## config.mk

```make
export PLATFORM = sky130hd
export DESIGN_NAME = branch_pred_ctrl
export DESIGN_NICKNAME = d
export VERILOG_FILES = /design/src/rtl/branch_pred_ctrl_pkg.sv /design/src/rtl/branch_pred_ctrl_queue.sv /design/src/rtl/branch_pred_ctrl.sv
export SDC_FILE = /design/constraint.sdc
export NUM_CORES = 1
export LEC_CHECK = 0
export ABC_AREA = 1
export CAP_MARGIN = 20
export CORE_MARGIN = 10
export CORE_UTILIZATION = 40
export DETAILED_ROUTE_END_ITERATION = 7
export PLACE_DENSITY = 0.57
export SETUP_SLACK_MARGIN = 0.1
export SYNTH_ARGS = -nofsm -noshare
export SYNTH_HDL_FRONTEND = slang
export SYNTH_SLANG_ARGS = --single-unit
```

## constraint.sdc

```tcl
create_clock -name clk -period 3.1 [get_ports clk]
set_input_delay 0.62 -clock clk [delete_from_list [all_inputs] [get_ports clk]]
set_output_delay 0.62 -clock clk [all_outputs]
set_load 0.02 [all_outputs]
```

## src/rtl/branch_pred_ctrl_pkg.sv

```systemverilog
// branch_pred_ctrl_pkg: shared type codes, BHT encodings, FSM states and counter helper
package branch_pred_ctrl_pkg;
  localparam logic [1:0] PT_JZE = 2'b01;
  localparam logic [1:0] PT_JNE = 2'b10;
  localparam logic [1:0] SNT = 2'b00;
  localparam logic [1:0] WNT = 2'b01;
  localparam logic [1:0] WT  = 2'b10;
  localparam logic [1:0] ST  = 2'b11;
  localparam logic [1:0] S_INIT  = 2'd0;
  localparam logic [1:0] S_RUN   = 2'd1;
  localparam logic [1:0] S_FLUSH = 2'd2;
  localparam logic [6:0] OP_JZE = 7'b1000001;
  localparam logic [6:0] OP_JNE = 7'b1010000;
  function automatic logic [1:0] sat_upd(input logic [1:0] c, input logic up);
    return up ? ((c == ST) ? ST : c + 2'd1) : ((c == SNT) ? SNT : c - 2'd1);
  endfunction
endpackage

```

## src/rtl/branch_pred_ctrl_queue.sv

```systemverilog
// pred_queue: in-order FIFO of in-flight predictions with push/pop/clear
module pred_queue #(
  parameter int W = 7,
  parameter int DEPTH = 4,
  localparam int AW = $clog2(DEPTH)
) (
  input  logic         clk,
  input  logic         rst_n,
  input  logic         push_i,
  input  logic         pop_i,
  input  logic         clear_i,
  input  logic [W-1:0] data_i,
  output logic [W-1:0] head_o,
  output logic [AW:0]  count_o,
  output logic         empty_o,
  output logic         full_o
);
  logic [W-1:0]  mem_q [DEPTH];
  logic [AW-1:0] rd_q, wr_q;
  logic [AW:0]   count_q;
  assign head_o  = mem_q[rd_q];
  assign count_o = count_q;
  assign empty_o = count_q == '0;
  assign full_o  = count_q == (AW+1)'(DEPTH);
  // storage carries no reset; only pointers define validity
  always_ff @(posedge clk)
    if (push_i && !clear_i) mem_q[wr_q] <= data_i;
  // pointers and occupancy; clear drops everything including a same-cycle push
  always_ff @(posedge clk or negedge rst_n)
    if (!rst_n) begin
      rd_q    <= '0;
      wr_q    <= '0;
      count_q <= '0;
    end else if (clear_i) begin
      rd_q    <= wr_q;
      count_q <= '0;
    end else begin
      rd_q    <= rd_q + AW'(pop_i);
      wr_q    <= wr_q + AW'(push_i);
      count_q <= count_q + (AW+1)'(push_i) - (AW+1)'(pop_i);
    end
endmodule

```

## src/rtl/branch_pred_ctrl.sv

```systemverilog
// branch_pred_ctrl: 2-bit BHT predictor with in-flight queue and mispredict flush; BRANCH_PRED_STATS_EN adds pop/miss counters
module branch_pred_ctrl
  import branch_pred_ctrl_pkg::*;
#(
  parameter int PC_W = 10,
  parameter int IDX_W = 4,
  parameter int QDEPTH = 4,
  parameter int FLUSH_CYCLES = 2
) (
  input  logic            clk,
  input  logic            rst_n,
  input  logic            fetch_valid_i,
  input  logic            fetch_branch_i,
  input  logic [PC_W-1:0] fetch_pc_i,
  input  logic [1:0]      fetch_type_i,
  output logic            pred_taken_o,
  output logic            stall_o,
  input  logic            exe_checked_i,
  input  logic            exe_incorrect_i,
  input  logic            exe_correct_i,
  output logic            chk_last_pred_o,
  output logic [1:0]      chk_pred_type_o,
  output logic            flush_o,
  output logic            redirect_taken_o,
  output logic            err_underflow_o
`ifdef BRANCH_PRED_STATS_EN
  ,
  output logic [15:0]     stat_total_o,
  output logic [15:0]     stat_miss_o
`endif
);
  localparam int EW = IDX_W + 3;
  localparam int NB = 2 ** IDX_W;
  localparam int FW = $clog2(FLUSH_CYCLES + 1);
  localparam int QW = $clog2(QDEPTH) + 1;
  logic [1:0]       state_q, state_d;
  logic [IDX_W-1:0] init_idx_q;
  logic [FW-1:0]    fcnt_q;
  logic             flush_q, redir_q, uf_q;
  logic [1:0]       bht_q [NB];
  logic [IDX_W-1:0] fidx, hidx;
  logic [EW-1:0]    head;
  logic [QW-1:0]    count;
  logic             empty, full, run, pop, mis, push;
  logic             unused_pc;
  assign unused_pc = ^fetch_pc_i;
  assign fidx = fetch_pc_i[IDX_W-1:0];
  assign hidx = head[EW-1:3];
  assign run  = state_q == S_RUN;
  assign pop  = run && exe_checked_i && !empty;
  assign mis  = pop && exe_incorrect_i;
  assign push = run && fetch_valid_i && fetch_branch_i && !full && !mis;
  assign stall_o          = run ? full : 1'b1;
  assign pred_taken_o     = bht_q[fidx][1];
  assign chk_last_pred_o  = empty ? 1'b0 : head[2];
  assign chk_pred_type_o  = empty ? 2'b00 : head[1:0];
  assign flush_o          = flush_q;
  assign redirect_taken_o = redir_q;
  assign err_underflow_o  = uf_q;
  pred_queue #(.W(EW), .DEPTH(QDEPTH)) u_q (
    .clk(clk), .rst_n(rst_n), .push_i(push), .pop_i(pop), .clear_i(mis),
    .data_i({fidx, pred_taken_o, fetch_type_i}), .head_o(head),
    .count_o(count), .empty_o(empty), .full_o(full)
  );
  // INIT sweeps the table once, FLUSH holds fetch for FLUSH_CYCLES after a mispredict
  always_comb
    state_d = (state_q == S_INIT)  ? ((init_idx_q == '1) ? S_RUN : S_INIT) :
              (state_q == S_FLUSH) ? ((fcnt_q == '0) ? S_RUN : S_FLUSH) :
              mis ? S_FLUSH : S_RUN;
  // control state, flush pulse and sticky underflow flag
  always_ff @(posedge clk or negedge rst_n)
    if (!rst_n) begin
      state_q    <= S_INIT;
      init_idx_q <= '0;
      fcnt_q     <= '0;
      flush_q    <= 1'b0;
      redir_q    <= 1'b0;
      uf_q       <= 1'b0;
    end else begin
      state_q    <= state_d;
      init_idx_q <= (state_q == S_INIT) ? init_idx_q + IDX_W'(1) : init_idx_q;
      fcnt_q     <= mis ? FW'(FLUSH_CYCLES - 1) : (state_q == S_FLUSH) ? fcnt_q - FW'(1) : fcnt_q;
      flush_q    <= mis;
      redir_q    <= mis && exe_correct_i;
      uf_q       <= uf_q || (run && exe_checked_i && empty);
    end
  // table written by the init sweep, then trained by each resolved branch
  always_ff @(posedge clk)
    if (state_q == S_INIT) bht_q[init_idx_q] <= WNT;
    else if (pop) bht_q[hidx] <= sat_upd(bht_q[hidx], exe_correct_i);
`ifdef BRANCH_PRED_STATS_EN
  logic [15:0] tot_q, miss_q;
  assign stat_total_o = tot_q;
  assign stat_miss_o  = miss_q;
  // saturating resolve/mispredict counters
  always_ff @(posedge clk or negedge rst_n)
    if (!rst_n) begin
      tot_q  <= '0;
      miss_q <= '0;
    end else begin
      tot_q  <= tot_q + 16'(pop && tot_q != 16'hFFFF);
      miss_q <= miss_q + 16'(mis && miss_q != 16'hFFFF);
    end
`endif
endmodule

```

# == Word level (Yosys, flattened, before mapping) ==
# Memories as Yosys holds them, arrays and structs flattened.
# Index checks and enable logic that the tools add are counted.
# totals
reg_bits,18
latch_bits,0
ramBits,60
mem_bits_ro,0
inputBits,19
n_memories,2
# classes
add_sub_neg,8
mul,0
div_mod_pow,0
n_lt_le_gt_ge,0
n_eq_ne,5
n_shift,0
n_mux,25
n_bitwise,0
n_reduce_logical,20
# memory_table
memory,depth,width,rd,rd_ports_with_merged_regs,wr,line_no,rtl
bht_q,16,2,2,0,1,branch_pred_ctrl.sv:40,logic [1:0] bht_q [NB];
u_q.mem_q,4,7,1,0,1,branch_pred_ctrl_queue.sv:18,logic [W-1:0] mem_q [DEPTH];
# op_table
cell,n
$mux W2,12
$mux W1,11
$logic_and A1 B1 Y1,10
$logic_not A2 Y1,3
$add A2 B1 Y2,2
$add A4 B1 Y4 const B,1
$eq A2 B2 Y1 const B,2
$eq A4 B4 Y1 const B,1
$mux W4,1
$sub A2 B1 Y2 const B,2
$add A3 B1 Y3,1
$eq A3 B3 Y1 const B,1
$logic_not A1 Y1,3
$logic_not A3 Y1,1
$mux W3,1
$sub A3 B1 Y3,1
$add A2 B1 Y2 const B,1
$eq A2 B1 Y1 const B,1
$reduce_bool A2 Y1,1
$reduce_or A2 Y1,1
$logic_or A1 B1 Y1,1

# == Longest topological paths before layout ==
# logic_depth
ltp_word,9
mapped_depth,13
mapped_depth_nobuf,13

# == By module ==
# A second synthesis with hierarchy kept.
# unflattened
cells_unflattened,380
hier_area_um2,3741.1
# by_module_without_submodules
module,instances,cells_per_inst,area_each_um2,seq_area_each_um2
branch_pred_ctrl,1,250,2213.4,1236.2
pred_queue,1,130,1527.7,1016.0

# == Worst setup path before layout ==
# OpenSTA, ideal clock, no wires.
# synth_timing
kind,input to output
startpoint,input port fetch_pc_i[0]
endpoint,output port pred_taken_o
t_arrival_ns,1.708
required_ns,2.480
setup_slack_ns,0.772
cell_stages,5
path_cell_list,clkbuf_1 o211ai_1 nand3_1 nand2_1 o21ai_0
# synth_via
elab_chain_len,1
# synth_rtl
element,line_no,rtl
from (decl),branch_pred_ctrl.sv:14,"input logic [PC_W-1:0] fetch_pc_i,"
$mem_v2 Z16 W2,--,
to (decl),branch_pred_ctrl.sv:16,"output logic pred_taken_o,"
# No other way between the ends.

# == Worst setup path in the final report ==
# Same ends and word-level chain as after synthesis.

==> impl_metrics.py <==
metrics = {
    "run_status": {
        "outcome": "complete, no violations",
    },
    "global_routing": {
        "grt_start_max_net_pins": 19,
        "antenna_found_initial": 0,
        "grt_pass1_vias": 2599,
        "gr-total-overflow": 0,
        "grt_pass1_wl_mm": 13.4,
        "grt_usage": 0.120,
    },
    "sta": {
        "setup_slack_ps": 232,
        "worstMarginPinSlew_ps": 823,
        "tns_ps": 0,
        "final-hold-violation-count": 0,
        "fmax_mhz": 349,
        "finalCritPeriodShare": 0.925,
        "setup_viol": 0,
        "rsz0062_at_grt": "no",
        "slew_violations": 0,
        "max-slew-margin-rel": 0.450,
        "min_period_ps": 2870,
        "finalClockSkew_ps": 11.0,
    },
    "cts": {
        "htreeDepth": 3,
        "path_clk_slew_ps": 80,
        "cts_tree": "done",
        "cts_buffer_depth": 2,
        "numCtsBuffers": 9,
        "postCtsSetupBuffers": 0,
        "clock_sinks": 78,
        "clockRootBuffer": "clkbuf_8",
        "insertion_delay_ps": 350,
    },
    "power_and_ir_drop": {
        "finalPower_mw": 4.38,
        "internal-power_mw": 2.49,
        "power_switching_mw": 1.88,
        "p_comb_frac": 0.462,
        "p_clk_frac": 0.178,
        "p_per_area_mw_per_mm2": 994,
        "p_leak_nw": 1.78,
        "ir_worst_vdd_v": 0.000278,
        "power_frac_seq": 0.361,
        "p_sw_frac": 0.430,
    },
    "yosys": {
        "synth_top_area_share": 0.471,
        "syn-cell-area_mm2": 0.00382,
        "postSynthCellCount": 366,
        "ys_dominant_reg_cell": "edfxtp_1",
        "synth.avg_cell_area_um2": 10.5,
        "synthMuxAreaShare": 0,
        "synth_area_leaders": "edfxtp_1 (47%), dfrtp_1 (12%), nand2_1 (6.4%)",
        "synth_top_area_cell": "edfxtp_1",
        "synth_most_common_cell": "nand2_1",
        "synth-seq-cells": 78,
        "synth_compound_area_frac": 0.0677,
        "synth_xor_area_frac": 0.0183,
        "ys_warn_count": 0,
        "syn_nets": 390,
        "yosys.area_share.simple": 0.234,
        "async_flop_share": 0.231,
        "synth_common_cells": "nand2_1 (65), edfxtp_1 (60), nand3_1 (46), nor2_1 (39), inv_1 (36)",
        "synth_cell_types": 40,
        "ys_seq_area_frac": 0.589,
        "synth-edff-count": 60,
        "synth_top_family_by_area": "simple AND/OR/NAND/NOR gates",
        "synth-adder-area-share": 0.0183,
    },
    "layout": {
        "syn_to_final_growth_pct": 15.1,
        "stdcell_count": 536,
        "nets": 426,
        "diodes": 0,
        "drive_gt1_frac": 0.177,
    },
    "floorplanning": {
        "fp.dieW_um": 118,
        "core_mm2": 0.00928,
        "io_pins": 27,
        "dieArea_mm2": 0.0139,
        "rows": 35,
        "start_util": 0.412,
        "die_h_um": 118,
    },
    "route": {
        "num_vias": 2578,
        "ant_nets": 0,
        "wl_per_cell_um": 14.9,
        "finalWirelength_mm": 7.99,
        "drtPass1Iterations": 4,
        "viasPerCell": 4.81,
        "first_iter_violations": 147,
        "drc": 0,
    },
    "setup_path": {
        "cp-end-kind": "output pin",
        "cp.required_ps": 2480,
        "crit_type": "primary input to output pin",
        "critPathMaxFanout": 16,
        "startpoint_type": "primary input",
        "worstPathArrival_ps": 2250,
    },
    "placed_design": {
        "pre_cts_slack_ps": -136,
        "dp.cells": 520,
        "hpwlAfterDp_mm": 5.88,
        "io_buffer_count": 20,
        "gp_congestion": 0.740,
    },
    "run": {
        "drv_cap": 0,
    },
    "min_path": {
        "hp-class": "flip-flop to flip-flop",
    },
}
per-stage QoR:
step	hold slack [ps]	cell area (µm²)	utilization
2_1_floorplan	324	3820	-
3_3_place_gp	458	4200	0.452
3_5_place_dp	459	4200	0.452
4_1_cts	478	4400	0.474
5_1_grt	500	4400	0.474
6_report	476	4400	0.474
cells in the final DEF (no fill, tap or decap), types with 9 or more instances in the layout:
master,count
a21oi_1,10
buf_4,15
clkbuf_8,9
clkdlybuf4s50_1,18
dfrtp_1,18
edfxtp_1,60
inv_1,36
nand2_1,65
nand3_1,46
nor2_1,39
o21ai_0,20
state kept, by name (all words and copies together) (netlist names):
register	flops
u_q.rd_q	2
state_q	2
redirect_taken_o	1
fcnt_q	2
u_q.count_o	3
bht_q	32
u_q.wr_q	2
flush_o	1
init_idx_q	4
err_underflow_o	1
u_q.mem_q	28
per-layer routing:
layer  vias to the layer above  global-route usage  share of wire
met5                         -                   0              0
met4                         0              0.0556          0.012
met3                         7              0.0259          0.027
met2                        27               0.197           0.50
met1                      1244               0.146           0.46
li1                       1300                   -              -
area by class of cell:
class                   instances  area (µm²)
fillers                       917        4880
flip-flops and latches         78        2250
multi-input cells             233        1290
repair buffers                 35         314
inverters                      45         179
well taps                     129         161
clock buffers                   9         124
clock inverters                 7        81.3
power by group through the flow:
stage	Clock [mW]	Combinational, mW	Sequential, mW
6_report	0.778	2.02	1.58
5_1_grt	0.853	2.28	1.61
4_1_cts	0.797	2.05	1.58
3_5_place_dp	0	2.05	1.61
3_3_place_gp	0	2.00	1.60
2_1_floorplan	0	1.60	1.55
path summary, 6_finish.rpt:
path	startpoint	end	slack, ps	cells past startpoint
min in group asynchronous	rst_n	u_q.count_o[0]	740	1
setup reg to reg	u_q.rd_q[0]	bht_q[1][0]	710	12
hold reg to reg	err_underflow_o	err_underflow_o	480	1
setup / recovery	fetch_pc_i[0]	pred_taken_o	230	8
hold / removal	err_underflow_o	err_underflow_o	480	1
max in group asynchronous	rst_n	init_idx_q[3]	1850	1
repair_timing:
action | 4_1_cts | 5_1_grt
resized for setup | 1 | 1
setup endpoints to repair | 1 | 1
hold buffers | 0 | 0
pin swaps | 0 | 0
critical path, stage by stage:
cell and delay (ps):
clkdlybuf4s50_1 400, buf_4 180, a21oi_1 150, o21ai_0 90, nand3_1 70, nand2_1 40, o21ai_0 290, dlygate4sd2_1 400
cell families (layout without fill, tap and decap cells):
kind of cell / Yosys count / in the layout
DFF: 78 / 78
and+or+nand+nor: 179 / 179
buffers and inverters: 55 / 96
AOI/OAI and AO/OA: 41 / 41
adders and majority gates: 5 / 5
xor gates and xnor gates: 8 / 8
Note: power is estimated with default switching activity, not from simulation.
